[config.mk]
export PLATFORM = sky130hd
export DESIGN_NAME = vga_scan_controller
export DESIGN_NICKNAME = d
export VERILOG_FILES = /design/src/rtl/vga_scan_controller.sv
export SDC_FILE = /design/constraint.sdc
export NUM_CORES = 1
export LEC_CHECK = 0
export ABC_AREA = 1
export CORE_ASPECT_RATIO = 0.8
export CORE_MARGIN = 1
export CORE_UTILIZATION = 35
export DETAILED_ROUTE_END_ITERATION = 12
export MAX_ROUTING_LAYER = met4
export SLEW_MARGIN = 10
export SYNTH_ARGS = -nofsm -noshare
export SYNTH_HDL_FRONTEND = slang
export SYNTH_SLANG_ARGS = --single-unit
export TNS_END_PERCENT = 5
[constraint.sdc]
create_clock -name clk -period 2.9 [get_ports clk]
set_input_delay 0.58 -clock clk [delete_from_list [all_inputs] [get_ports clk]]
set_output_delay 0.58 -clock clk [all_outputs]
set_load 0.1 [all_outputs]
[src/rtl/vga_scan_controller.sv]
// VGA raster scanner: derives 640x480@60 timing from a divided clock, generates VRAM addresses
// for a SCALE-upscaled frame buffer and registers blank-gated RGB with aligned syncs.
module vga_scan_controller #(
  parameter int unsigned CLK_DIV     = 4,
  parameter int unsigned RAM_LATENCY = 1,
  parameter int unsigned H_ACTIVE    = 640,
  parameter int unsigned H_FP        = 16,
  parameter int unsigned H_SYNC      = 96,
  parameter int unsigned H_BP        = 48,
  parameter int unsigned V_ACTIVE    = 480,
  parameter int unsigned V_FP        = 10,
  parameter int unsigned V_SYNC      = 2,
  parameter int unsigned V_BP        = 33,
  parameter int unsigned SCALE       = 5,
  parameter int unsigned IMG_W       = 128
) (
  input  logic        clk,
  input  logic        reset,
  input  logic        enable,
  input  logic        ram_red,
  input  logic        ram_green,
  input  logic        ram_blue,
  output logic [13:0] pixel_address,
  output logic        VGA_RED,
  output logic        VGA_GREEN,
  output logic        VGA_BLUE,
  output logic        VGA_HSYNC,
  output logic        VGA_VSYNC,
  output logic        frame_start
);

  localparam int unsigned HTotal     = H_ACTIVE + H_FP + H_SYNC + H_BP;
  localparam int unsigned VTotal     = V_ACTIVE + V_FP + V_SYNC + V_BP;
  localparam int unsigned HSyncStart = H_ACTIVE + H_FP;
  localparam int unsigned HSyncEnd   = HSyncStart + H_SYNC;
  localparam int unsigned VSyncStart = V_ACTIVE + V_FP;
  localparam int unsigned VSyncEnd   = VSyncStart + V_SYNC;
  localparam int unsigned DivW       = (CLK_DIV > 1) ? $clog2(CLK_DIV) : 1;
  localparam int unsigned HW         = $clog2(HTotal);
  localparam int unsigned VW         = $clog2(VTotal);
  localparam int unsigned SubW       = (SCALE > 1) ? $clog2(SCALE) : 1;
  localparam int unsigned ColW       = $clog2(IMG_W + 1);
  localparam int unsigned AddrW      = 14;

  logic [DivW-1:0]  div_q, div_d;
  logic [HW-1:0]    hcnt_q, hcnt_d;
  logic [VW-1:0]    vcnt_q, vcnt_d;
  logic [SubW-1:0]  hsub_q, hsub_d;
  logic [SubW-1:0]  vsub_q, vsub_d;
  logic [ColW-1:0]  col_q, col_d;
  logic [AddrW-1:0] row_base_q, row_base_d;
  logic [AddrW-1:0] addr_q, addr_d;
  logic [2:0]       cap_q, cap_d;
  logic [2:0]       rgb_q, rgb_d;
  logic             hsync_q, hsync_d;
  logic             vsync_q, vsync_d;
  logic             fs_q, fs_d;

  logic       tick;
  logic       h_wrap, v_wrap;
  logic       cur_active, next_active;
  logic       cap_now;
  logic [2:0] ram_rgb, src_rgb;

  assign ram_rgb = {ram_red, ram_green, ram_blue};

  always_comb begin
    div_d      = div_q;
    hcnt_d     = hcnt_q;
    vcnt_d     = vcnt_q;
    hsub_d     = hsub_q;
    vsub_d     = vsub_q;
    col_d      = col_q;
    row_base_d = row_base_q;
    addr_d     = addr_q;
    cap_d      = cap_q;
    rgb_d      = rgb_q;
    hsync_d    = hsync_q;
    vsync_d    = vsync_q;
    fs_d       = 1'b0;

    tick        = (div_q == DivW'(CLK_DIV - 1));
    h_wrap      = (hcnt_q == HW'(HTotal - 1));
    v_wrap      = (vcnt_q == VW'(VTotal - 1));
    cur_active  = (hcnt_q < HW'(H_ACTIVE)) && (vcnt_q < VW'(V_ACTIVE));
    next_active = 1'b0;

    // RAM data for the address issued on the last tick is valid RAM_LATENCY clks later.
    cap_now = (div_q == DivW'(RAM_LATENCY));
    src_rgb = cap_now ? ram_rgb : cap_q;
    if (cap_now) begin
      cap_d = ram_rgb;
    end

    div_d = tick ? '0 : div_q + 1'b1;

    if (tick) begin
      hcnt_d = h_wrap ? '0 : hcnt_q + 1'b1;
      if (h_wrap) begin
        vcnt_d = v_wrap ? '0 : vcnt_q + 1'b1;
      end

      if (h_wrap) begin
        hsub_d = '0;
        col_d  = '0;
      end else if (hcnt_q < HW'(H_ACTIVE)) begin
        if (hsub_q == SubW'(SCALE - 1)) begin
          hsub_d = '0;
          col_d  = col_q + 1'b1;
        end else begin
          hsub_d = hsub_q + 1'b1;
        end
      end

      if (h_wrap) begin
        if (v_wrap) begin
          vsub_d     = '0;
          row_base_d = '0;
        end else if (vcnt_q < VW'(V_ACTIVE)) begin
          if (vsub_q == SubW'(SCALE - 1)) begin
            vsub_d     = '0;
            row_base_d = row_base_q + AddrW'(IMG_W);
          end else begin
            vsub_d = vsub_q + 1'b1;
          end
        end
      end

      next_active = (hcnt_d < HW'(H_ACTIVE)) && (vcnt_d < VW'(V_ACTIVE));
      addr_d      = next_active ? row_base_d + AddrW'(col_d) : '0;

      // Output stage presents the pixel addressed one tick earlier (the current counters).
      rgb_d   = cur_active ? src_rgb : 3'b000;
      hsync_d = ~((hcnt_q >= HW'(HSyncStart)) && (hcnt_q < HW'(HSyncEnd)));
      vsync_d = ~((vcnt_q >= VW'(VSyncStart)) && (vcnt_q < VW'(VSyncEnd)));
      fs_d    = (hcnt_q == '0) && (vcnt_q == '0);
    end
  end

  always_ff @(posedge clk or negedge reset) begin
    if (!reset) begin
      div_q      <= '0;
      hcnt_q     <= '0;
      vcnt_q     <= '0;
      hsub_q     <= '0;
      vsub_q     <= '0;
      col_q      <= '0;
      row_base_q <= '0;
      addr_q     <= '0;
      cap_q      <= '0;
      rgb_q      <= '0;
      hsync_q    <= 1'b1;
      vsync_q    <= 1'b1;
      fs_q       <= 1'b0;
    end else if (!enable) begin
      div_q      <= '0;
      hcnt_q     <= '0;
      vcnt_q     <= '0;
      hsub_q     <= '0;
      vsub_q     <= '0;
      col_q      <= '0;
      row_base_q <= '0;
      addr_q     <= '0;
      cap_q      <= '0;
      rgb_q      <= '0;
      hsync_q    <= 1'b1;
      vsync_q    <= 1'b1;
      fs_q       <= 1'b0;
    end else begin
      div_q      <= div_d;
      hcnt_q     <= hcnt_d;
      vcnt_q     <= vcnt_d;
      hsub_q     <= hsub_d;
      vsub_q     <= vsub_d;
      col_q      <= col_d;
      row_base_q <= row_base_d;
      addr_q     <= addr_d;
      cap_q      <= cap_d;
      rgb_q      <= rgb_d;
      hsync_q    <= hsync_d;
      vsync_q    <= vsync_d;
      fs_q       <= fs_d;
    end
  end

  assign pixel_address = addr_q;
  assign VGA_RED       = rgb_q[2];
  assign VGA_GREEN     = rgb_q[1];
  assign VGA_BLUE      = rgb_q[0];
  assign VGA_HSYNC     = hsync_q;
  assign VGA_VSYNC     = vsync_q;
  assign frame_start   = fs_q;

endmodule

==> results_dict.tcl <==
set metrics [dict create \
    critPathMaxFanout 5 \
    start_kind "flop" \
    antenna_cells 0 \
    cts_buffers 9 \
    tns_ns 0 \
    antenna_found_initial 0 \
    drive_gt1_share_pct 28.22 \
    clock_latency_ns 0.34 \
    cts_tree "built" \
    dieArea_um2 12860 \
    min_period_ns 2.762 \
    gr-usage-all-layers_pct 19.26 \
    whs_ns 0.3865 \
    clkTransAtPathRegs_ns 0.06 \
    drc 0 \
    cts-hold-fix-buffers 0 \
    rows 35 \
    crit_buf_inv 3 \
    status "complete, no violations" \
    yosysWarnings 0 \
    synth_flop_cell "dfrtp_1" \
    dp_hpwl_um 8094 \
    p_total_mw 2.633 \
    synth_edf_count 0 \
    vdd_drop_max_v 0.0002824 \
    synthCells 553 \
    finClkSkew_ns 0.007389 \
    syn_area_per_cell_um2 7.851 \
    vias 4120 \
    ys_seq_elements 73 \
    dpl_worst_slack_ns -0.05662 \
    grt_pass1_vias 3864 \
    utilization_pct 48.91 \
    p_per_area_nw_per_um2 457.0 \
    p_sw_share_pct 26.37 \
    dr.pass1.iters 5 \
    multiInputGateArea_um2 2411 \
    syn_area_um2 4342 \
    p_int_mw 1.939 \
    end_kind "flop" \
    postPlaceCellArea_um2 5056 \
    clockBufferDepth 2 \
    final_cell_area_um2 5762 \
    dp.cells 766 \
    maxCapViolations 0 \
    ctsHtreeMaxLevel 3 \
    pwr-share-seq_pct 41.2 \
    syn-num-nets 580 \
    synth.area.top_cells "dfrtp_1, nand2_1, inv_1" \
    synth_seq_area_share_pct 42.13 \
    drt-total-wl_um 11650 \
    grt_pass1_wl_um 18700 \
    maxSlewViolCount 0 \
    cp.required_ns 3.14 \
    fill_cells 1092 \
    crit_path_max_incr_delay_ns 0.36 \
    rsz0062_at_grt "yes" \
    netlist.area_leader.share_pct 40.92 \
    fmax_mhz 362.1 \
    p_switching_uw 694.3 \
    die_x_um 126.5 \
    coreArea_um2 11780 \
    min_period_over_period_pct 95.23 \
    cp_cell_sequence "ha_2, nand2_2, nor2_4, inv_2, nor2_4, buf_6, nor3_2, buf_4, ha_1, nand3_2, nand2_1, nand2_1, o211ai_1, a21oi_2, nor2_8, nand2_2, or2_0, nand3_1, nand2_1" \
    cts.sinks 73 \
    setup_viol 0 \
    finalHoldViolations 0 \
    numPortBuffers 25 \
    start_util_pct 36.86 \
    top_level_ports 26 \
    cp.arrival_ns 3.00 \
    nets 674 \
    drtIter0Drc 291 \
    regArea_um2 1831 \
    p_clk_share_pct 46.1 \
    max-slew-margin-rel_pct 36.88 \
    worst_path_max_delay_cell "dfrtp_1" \
    combPwrFrac_pct 12.7 \
    fin_ws_ns 0.1384 \
    critical_path_class "reg2reg" \
    cp_top_family "simple AND/OR/NAND/NOR gates" \
    grt_overflow 0 \
    worst_slew_pin_slew_ns 0.9467 \
    grt_max_degree 74 \
    finalWeightedCongestion 0.8751 \
    crit_top_cell "nand2_1" \
    vias_per_cell 5.150 \
    synth_cell_type_count 45 \
    async_flop_share_pct 100.0 \
    instances_no_fill 800 \
    synth_top_cell_by_area "dfrtp_1" \
    die_height_um 101.6 \
    leakagePower_nw 2.792 \
    ant_nets 0 \
    worstHoldPathType "in2async" \
    cts_root_buf "clkbuf_16" \
    wl_per_cell_um 14.56 \
    syn_to_final_growth_pct 32.71 \
]
## cell usage after synthesis, types with 5 or more instances
cell type / n
nor2_4: 6
nor2_1: 63
inv_1: 79
ha_1: 20
o22ai_1: 17
o31ai_1: 5
a21oi_1: 22
nand3_1: 45
nor3_1: 6
dfrtp_1: 71
nand4_1: 9
clkbuf_1: 6
o21ai_0: 27
nand2_1: 120
xor2_1: 5
## sequential cells by signal (all words and copies together), names as in the netlist
register       cells
row_base_q        14
frame_start        1
div_q              2
vcnt_q            10
VGA_VSYNC          1
col_q              8
pixel_address     14
hcnt_q            10
hsub_q             3
vsub_q             3
VGA_HSYNC          1
cap_q              3
rgb_q              3
## placed cells by master, fill, tap and decap left out, types with 7 or more instances in the layout
cell type and n:
clkbuf_16 9, nor2_4 11, inv_1 71, ha_1 16
a21oi_1 15, dfrtp_1 70, nand3_1 39, nor2_2 7
a21oi_2 8, o22ai_1 17, inv_2 8, nand2_1 115
nor2_1 55, nand4_1 9, o21ai_0 19, buf_4 88
## cells by family after synthesis
logic type | Yosys count | share of synthesized area, %
compound gates | 87 | 11.99
xor+xnor | 10 | 2.190
fa+ha+maj | 21 | 6.225
buf+inv | 91 | 8.098
flops | 73 | 42.13
simple gates | 271 | 29.37
## power groups by stage
stage	combinational (mW)	clock [mW]	sequential (mW)
floorplan	0.150	0	1.11
global placement	0.269	0	1.10
detailed placement	0.281	0	1.10
CTS	0.282	1.24	1.08
global route	0.371	1.27	1.09
finish	0.334	1.21	1.08
## path summary, 6_finish.rpt
path / start / end / slack, ns / cells past startpoint
worst max-delay path: hcnt_q[0]$_DFFE_PN0P_ / pixel_address[11]$_DFFE_PN0P_ / 0.14 / 19
worst min-delay path: reset / div_q[1]$_DFF_PN0_ / 0.39 / 1
worst max register to register: hcnt_q[0]$_DFFE_PN0P_ / pixel_address[11]$_DFFE_PN0P_ / 0.14 / 19
worst min register to register: pixel_address[10]$_DFFE_PN0P_ / pixel_address[10]$_DFFE_PN0P_ / 0.48 / 2
max in group asynchronous: reset / hcnt_q[7]$_DFFE_PN0P_ / 1.88 / 1
min in group clk: pixel_address[10]$_DFFE_PN0P_ / pixel_address[10]$_DFFE_PN0P_ / 0.48 / 2
## worst register-to-register path: cells and delay by family (launching register included)
family,cells,cell delay [ns]
AND/OR/NAND/NOR,12,1.21
flip-flops,1,0.36
adder cells (fa/ha/maj),2,0.49
AO/OA/AOI/OAI,2,0.27
buffers and inverters,3,0.32
## layer usage
metal	part of all wire (%)	global-route usage [%]
met5	0	-
met4	1.5	5.746
met3	4.9	3.856
met2	46	29.49
met1	48	25.76
## repair_timing
action                                  CTS  global route
endpoints found under the hold margin     0             0
cloned                                    0             1
pin swaps                                 4            21
endpoints found under the setup margin    6             9
gates resized for setup                   7            65
setup buffers                             1            17
## layout make-up
type | instances | share of cell area (%)
inverters | 80 | 5.255
repair buffers | 93 | 12.36
clock inverters | 7 | 1.650
multi-input cells | 390 | 41.85
well taps | 148 | 3.214
flip-flops and latches | 73 | 31.77
clock buffers | 9 | 3.909
(Power assumes the default switching activity.)
